===== src/rtl/fetch_unit.sv =====
// Instruction-fetch stage: architectural PC, deferred PC commits while a fetch
// is outstanding, req/ack instruction-memory handshake with a timeout, and IR.
// Optional feature macro: FETCH_UNIT_EPC_EN (exception PC capture register).
module fetch_unit #(
   parameter logic [31:2] RESET_PC = 30'h0000_0C00,
   parameter int unsigned TIMEOUT  = 15
) (
   input  logic        clk,
   input  logic        rst_n,
   input  logic [31:2] npc,
   input  logic        pc_wr,
   input  logic        fetch_start,
   output logic [31:2] pc,
   output logic        imem_req,
   output logic [31:2] imem_addr,
   input  logic        imem_ack,
   input  logic [31:0] imem_rdata,
   output logic [31:0] ir,
   output logic        ir_valid,
   output logic        busy,
   output logic        fetch_err,
   input  logic        exc,
   output logic [31:2] epc
);

   localparam int unsigned CNT_W = 8;
   localparam logic [CNT_W-1:0] CNT_LAST = CNT_W'(TIMEOUT - 1);

   typedef enum logic [1:0] {
      S_IDLE = 2'd0,
      S_BUSY = 2'd1,
      S_ERR  = 2'd2
   } state_t;

   state_t           state_q;
   state_t           state_d;
   logic             start_c;
   logic             ack_exit_c;
   logic             to_exit_c;
   logic             exit_c;
   logic             pc_apply_c;
   logic             pend_apply_c;
   logic [CNT_W-1:0] cnt_q;
   logic [31:2]      pend_pc_q;
   logic             pend_valid_q;

   // State register
   always_ff @(posedge clk or negedge rst_n) begin
      if (!rst_n) state_q <= S_IDLE;
      else        state_q <= state_d;
   end

   // Next-state and fetch-event decode
   always_comb begin
      state_d    = state_q;
      start_c    = 1'b0;
      ack_exit_c = 1'b0;
      to_exit_c  = 1'b0;
      case (state_q)
         S_IDLE, S_ERR: begin
            if (fetch_start) begin
               start_c = 1'b1;
               state_d = S_BUSY;
            end
         end
         S_BUSY: begin
            if (imem_ack) begin
               ack_exit_c = 1'b1;
               state_d    = S_IDLE;
            end else if (cnt_q == CNT_LAST) begin
               to_exit_c = 1'b1;
               state_d   = S_ERR;
            end
         end
         default: state_d = S_IDLE;
      endcase
   end

   // PC commit decode: direct write when not busy or on exit, else replay pending
   always_comb begin
      exit_c       = ack_exit_c | to_exit_c;
      pc_apply_c   = pc_wr & ((state_q != S_BUSY) | exit_c);
      pend_apply_c = exit_c & ~pc_wr & pend_valid_q;
   end

   // PC, deferred-PC buffer, fetch request and timeout counter
   always_ff @(posedge clk or negedge rst_n) begin
      if (!rst_n) begin
         pc           <= RESET_PC;
         pend_pc_q    <= '0;
         pend_valid_q <= 1'b0;
         imem_req     <= 1'b0;
         imem_addr    <= RESET_PC;
         cnt_q        <= '0;
         busy         <= 1'b0;
         fetch_err    <= 1'b0;
      end else begin
         busy <= (state_d == S_BUSY);

         if (pc_apply_c)        pc <= npc;
         else if (pend_apply_c) pc <= pend_pc_q;

         if (exit_c) begin
            pend_valid_q <= 1'b0;
         end else if ((state_q == S_BUSY) && pc_wr) begin
            pend_pc_q    <= npc;
            pend_valid_q <= 1'b1;
         end

         if (start_c) begin
            imem_req  <= 1'b1;
            imem_addr <= pc_wr ? npc : pc;
            cnt_q     <= '0;
            fetch_err <= 1'b0;
         end else if (state_q == S_BUSY) begin
            if (exit_c) imem_req <= 1'b0;
            else        cnt_q    <= cnt_q + CNT_W'(1);
            if (to_exit_c) fetch_err <= 1'b1;
         end
      end
   end

   // Instruction register; ir only counts as valid if pc did not move under it
   always_ff @(posedge clk or negedge rst_n) begin
      if (!rst_n) begin
         ir       <= '0;
         ir_valid <= 1'b0;
      end else begin
         if (ack_exit_c) ir <= imem_rdata;
         if (start_c || pc_apply_c || pend_apply_c) ir_valid <= 1'b0;
         else if (ack_exit_c)                       ir_valid <= 1'b1;
      end
   end

`ifdef FETCH_UNIT_EPC_EN
   // Exception PC: captures pc as it was before any same-edge update
   always_ff @(posedge clk or negedge rst_n) begin
      if (!rst_n)   epc <= '0;
      else if (exc) epc <= pc;
   end
`else
   logic unused_exc;
   assign unused_exc = exc;
   assign epc        = '0;
`endif

endmodule


===== config.mk =====
export PLATFORM = sky130hd
export DESIGN_NAME = fetch_unit
export DESIGN_NICKNAME = d
export VERILOG_FILES = /design/src/rtl/fetch_unit.sv
export SDC_FILE = /design/constraint.sdc
export NUM_CORES = 1
export LEC_CHECK = 0
export CAP_MARGIN = 0
export CORE_MARGIN = 5
export CORE_UTILIZATION = 42
export CTS_CLUSTER_SIZE = 20
export DETAILED_ROUTE_END_ITERATION = 8
export PLACE_DENSITY = 0.77
export SLEW_MARGIN = 40
export SYNTH_ARGS = -nofsm -noshare
export SYNTH_HDL_FRONTEND = slang
export SYNTH_SLANG_ARGS = --single-unit
export TNS_END_PERCENT = 5

===== constraint.sdc =====
create_clock -name clk -period 1.8 [get_ports clk]
set_input_delay 0.27 -clock clk [delete_from_list [all_inputs] [get_ports clk]]
set_output_delay 0.27 -clock clk [all_outputs]
set_load 0.01 [all_outputs]

# ---- After elaboration in Yosys (flattened, before gate mapping)
# Index checks and enable logic that the tools add are counted.
# W data, S select, Z words.
dict set report op_classes {
  n_eq_ne 6
  mux 27
  bitwise_logic 7
  n_addsub 1
  reduce_logical 15
}
# op count
set op_table {}
lappend op_table {{$mux W30} 3}
lappend op_table {{$mux W8} 3}
lappend op_table {{$mux W1} 17}
lappend op_table {{$reduce_bool A2 Y1} 6}
lappend op_table {{$add A8 B1 Y8 const B} 1}
lappend op_table {{$eq A8 B4 Y1 const B} 1}
lappend op_table {{$reduce_and A2 Y1} 4}
lappend op_table {{$mux W2} 3}
lappend op_table {{$eq A2 B1 Y1 const B} 2}
lappend op_table {{$pmux W2 S2} 1}
lappend op_table {{$and A1 B1 Y1} 3}
lappend op_table {{$eq A2 B2 Y1 const B} 1}
lappend op_table {{$logic_not A2 Y1} 1}
lappend op_table {{$logic_or A1 B1 Y1} 2}
lappend op_table {{$ne A2 B1 Y1 const B} 1}
lappend op_table {{$ne A2 B2 Y1 const B} 1}
lappend op_table {{$not A1 Y1} 2}
lappend op_table {{$or A1 B1 Y1} 2}
lappend op_table {{$reduce_or A2 Y1} 1}
lappend op_table {{$logic_and A1 B1 Y1} 1}
dict set report word_totals {
  out_inout_bits 126
  register_bits 137
  in_bits 68
}

# ---- Depth between registers and ports, before layout
dict set report depth {
  depth_word 10
  mapped_depth 8
  depth_no_buf 6
}

# ---- Worst setup path after synthesis
# No wires, ideal clock.
dict set report synth_timing {
  path_type {register to register}
  from {register cnt_q[0]}
  to {register pc[21] (netlist bit)}
  path_stages_with_launch 9
  arrival_time_ns 1.754
  path_buffers 2
  t_required_ns 1.677
  period_less_slack_ns 1.876
  setup_slack_ns -0.076
  cell_sequence {dfrtp_1 -> inv_1 -> ha_1 -> nor3b_4 -> a21oi_2 -> or3_1 -> buf_6 -> buf_8 -> o221a_2}
}
dict set report synth_via {
  elab_chain_len 8
  word_cells_on_any_way 11
  cone_classes {1 x eq/ne; 4 x mux; 5 x bitwise; 1 x reduce/logical}
}
# item line_no
set synth_lines {}
lappend synth_lines {{start, declared} 43} ;# logic [CNT_W-1:0] cnt_q;
lappend synth_lines {{start signal, assigned} 117} ;# else cnt_q <= cnt_q + CNT_W'(1);
lappend synth_lines {{$eq A8 B4 Y1 *} 70} ;# end else if (cnt_q == CNT_LAST) begin
lappend synth_lines {{$mux W1 *} 70}
lappend synth_lines {{$mux W1 *} 67} ;# if (imem_ack) begin
lappend synth_lines {{$mux W1 *} 59} ;# case (state_q)
lappend synth_lines {{$or A1 B1 Y1 *} 81} ;# exit_c = ack_exit_c | to_exit_c;
lappend synth_lines {{$or A1 B1 Y1 or $and A1 B1 Y1 (tied branches)} {82, 83}}
lappend synth_lines {{$and A1 B1 Y1 (on tied branches)} {82, 83}}
lappend synth_lines {{$mux W30 or $reduce_bool A2 Y1 (tied branches)} -}
lappend synth_lines {{end signal, assigned} 100} ;# if (pc_apply_c) pc <= npc;
lappend synth_lines {{end signal, assigned} 101} ;# else if (pend_apply_c) pc <= pend_pc_q;
lappend synth_lines {{end, declared} 13} ;# output logic [31:2] pc,
# Every way passes the cells marked *; elsewhere a longest branch is shown, timed or not.
# A chain may end at the register's enable or synchronous reset.

# ---- Worst setup path after layout
dict set report layout_timing {
  from {register cnt_q[0]}
  to {register pc[30] (netlist bit)}
}
# The elaborated chain is that of the path after synthesis.

==> impl_metrics.yaml <==
power_and_ir_drop:
  clkPwrFrac: 0.316
  switchingPower_mw: 3.11
  power_density_mw_per_mm2: 1230
  seqPwrFrac: 0.392
  pwr-share-comb: 0.292
  switching_share: 0.277
  ir_drop_mv: 0.692
  leakage_nw: 4.09
  p_int_mw: 8.10
synthesis:
  ys_seq_elements: 137
  yosysUniqueCellTypes: 47
  yosys_warnings: 0
  ys_seq_area_frac: 0.569
  async_flop_share: 1.00
  yosys.area.top_type: "dfrtp_1"
  postSynthCellCount: 474
  ys.flop_type: "dfrtp_1"
  synth_area_leaders: "dfrtp_1 (55%), mux2_2 (11%), mux2i_1 (5.5%), o221a_2 (4.1%), buf_4 (3.9%)"
  synth_edf_count: 0
  synth_top_area_share: 0.552
  syn_avg_cell_area_sq_um: 12.7
  syn_area_sq_mm: 0.00603
critical_path:
  worst_r2r_startpoint: "cnt_q[0]"
  startpoint_type: "flop"
  max_stage_delay_ns: 0.42
  worstReg2RegEnd: "pc[30]"
  required_ns: 2.10
  crit_chain: "inv_2 -> ha_4 -> nor3b_4 -> buf_6 -> a21oi_4 -> or3_4 -> clkbuf_16 -> o221a_1"
  cp.arrival_ns: 2.24
  cp_max_fo: 5
  critPathKind: "flop to flop"
  critPathSlowestCell: "or3_4"
  rrSetupSlack_ns: -0.15
  ff2ff_path_depth: 8
  end_kind: "flop"
  startpoint: "cnt_q[0]"
  critical_path.endpoint: "pc[30]"
global_route:
  grt_pass1_vias: 4758
  grtUsageTotal: 0.189
  grt_first_pass_wirelength_um: 24900
  grt_max_degree: 68
  grt_remaining_overflow: 0
  antenna_found_initial: 0
sta:
  setup_viol: 60
  finalCritPeriodShare: 1.08
  tightestPinTransition_ns: 0.583
  clock.fmax_ghz: 0.514
  min_period_ns: 1.95
  rsz0062_at_grt: "true"
  slew_viol_final: 0
  slew_headroom: 0.611
  hold_viol: 0
  layout_setup_ws_ns: -0.145
  fin_skew_ns: 0.00981
  final.setup.tns_ns: -5.27
detailed_routing:
  routed_wl_um: 16400
  antenna_left: 0
  drc: 0
  drt-initial-drc-count: 154
  wl_per_cell_um: 18.9
  vias: 4407
  avgViaCountPerCell: 5.08
  drt_pass1_iterations: 4
clock_network:
  clock_latency_ns: 0.42
  cts_tree: "built"
  h-tree-depth: 4
  clk_pin_slew_ns: 0.06
  tritoncts.num_buffers: 17
  clkSinkCount: 137
  clock_path_buffers: 2
  cts-root-buf: "clkbuf_16"
finish:
  final_cell_mix: "clkdlybuf4s50_1 (157), dfrtp_1 (133), nand2_1 (44), mux2_2 (34), mux2i_1 (33)"
  multi_input_area_sq_mm: 0.00267
  nNetsFinal: 745
  seq_area_sq_mm: 0.00343
  final_cell_area_sq_mm: 0.00911
  final_common_cell: "clkdlybuf4s50_1"
  fill_cells: 1016
  layout-drive-gt1-share: 0.302
  final_core_util: 0.652
  layout-area-overhead-vs-synth_pct: 51.0
  antenna_cells: 0
die:
  initial_utilization: 0.431
  core_area_sq_mm: 0.0140
  num_io_pins: 194
  std_cell_rows: 43
  die_w_um: 130
  dieHeight_um: 130
  die_area_sq_mm: 0.0169
run:
  cap_violations: 0
outcome:
  violations: "negative setup slack"
  run_status: "finished with violations"
place:
  routabilityCongestion: 0.802
  dp_hpwl_um: 10200
  place_area_sq_mm: 0.00792
  port_buffers: 162
worst_hold_path:
  hp-class: "input port to flop"
Yosys cell counts, types with 2 or more instances:
master	n
a211oi_1	2
a21oi_1	3
a221o_1	5
buf_1	4
buf_2	3
buf_4	31
buf_6	5
buf_8	2
clkbuf_1	10
dfrtp_1	133
dfstp_2	4
ha_1	2
inv_1	7
mux2_2	61
mux2i_1	33
nand2_1	44
nand4_1	2
nor2_1	11
nor3_1	2
o21ai_0	32
o221a_1	3
o221a_2	22
or2_2	26
or3_1	2
xnor2_1	3
area by class of cell:
| class | count | area share |
|---|---|---|
| sequential | 137 | 0.377 |
| tap | 180 | 0.0247 |
| clock buffer | 20 | 0.0501 |
| clock inverter | 12 | 0.0161 |
| inverter | 7 | 0.00288 |
| timing repair buffer | 207 | 0.236 |
| multi-input combinational | 305 | 0.293 |
power groups by stage:
stage | Combinational (mW) | Clock (mW) | Sequential, mW
detailed placement | 2.89 | 0 | 4.34
finish | 3.27 | 3.54 | 4.39
floorplan | 1.08 | 0 | 4.50
CTS | 3.17 | 3.61 | 4.34
global route | 3.50 | 3.74 | 4.48
global placement | 2.80 | 0 | 4.29
registers in the layout (all words and copies together) (netlist names), 2 cells and up:
register	cells
pend_pc_q	30
imem_addr	30
cnt_q	8
state_q	2
pc	30
ir	32
through the flow:
stage                     total power [mW]  cells  setup WS (ns)  hold WS [ns]
after CTS                             11.1    865         -0.162         0.255
final                                 11.2    868         -0.145         0.300
after detailed placement              7.23    823         -0.370         0.251
after global placement                7.09    823         -0.516         0.245
after global routing                  11.7    868         -0.206         0.308
after floorplan                       5.58    503        -0.0763       -0.0256
cells by family after synthesis:
group	count (synthesis)	synth area share
AND/OR/NAND/NOR	101	0.0873
other	1	0.000621
buffers and inverters	62	0.0684
multiplexers	95	0.170
XOR/XNOR	4	0.00581
adder cells (fa/ha/maj)	2	0.00415
AO/OA/AOI/OAI	72	0.0943
flip-flops	137	0.569
worst max-delay path: cells and delay by family (launching register included):
| family | cells | cell delay (ns) |
|---|---|---|
| buffers and inverters | 3 | 0.41 |
| AO/OA/AOI/OAI | 2 | 0.26 |
| adder cells (fa/ha/maj) | 1 | 0.12 |
| flip-flops | 1 | 0.40 |
| AND/OR/NAND/NOR | 2 | 0.62 |
per-layer routing:
layer  track usage  vias to the layer above  wire length, um
li1              -                     2013                -
met1         0.225                     2187             6520
met2         0.326                      178             8310
met3        0.0639                       29             1300
met4        0.0556                        0              280
met5             0                        -                0
how the worst min path moves through the flow:
stage / startpoint / to / slack [ns] / cells after the start
floorplan: rst_n / busy / -0.03 / 0
CTS: pc_wr / pend_valid_q / 0.26 / 3
detailed placement: rst_n / imem_addr[18] / 0.25 / 1
global placement: rst_n / imem_addr[16] / 0.25 / 1
finish: pc_wr / pend_valid_q / 0.30 / 3
global route: pc_wr / pend_valid_q / 0.31 / 3
timing repair:
| item | 4_1_cts | 5_1_grt |
|---|---|---|
| resized for setup | 56 | 20 |
| hold buffers | 1 | 0 |
| pin swaps | 10 | 30 |
| setup endpoints to repair | 63 | 64 |
| buffers inserted | 5 | 2 |
| endpoints found under the hold margin | 43 | 0 |
| cloned | 4 | 1 |
Note: power is estimated with default switching activity, not from simulation.
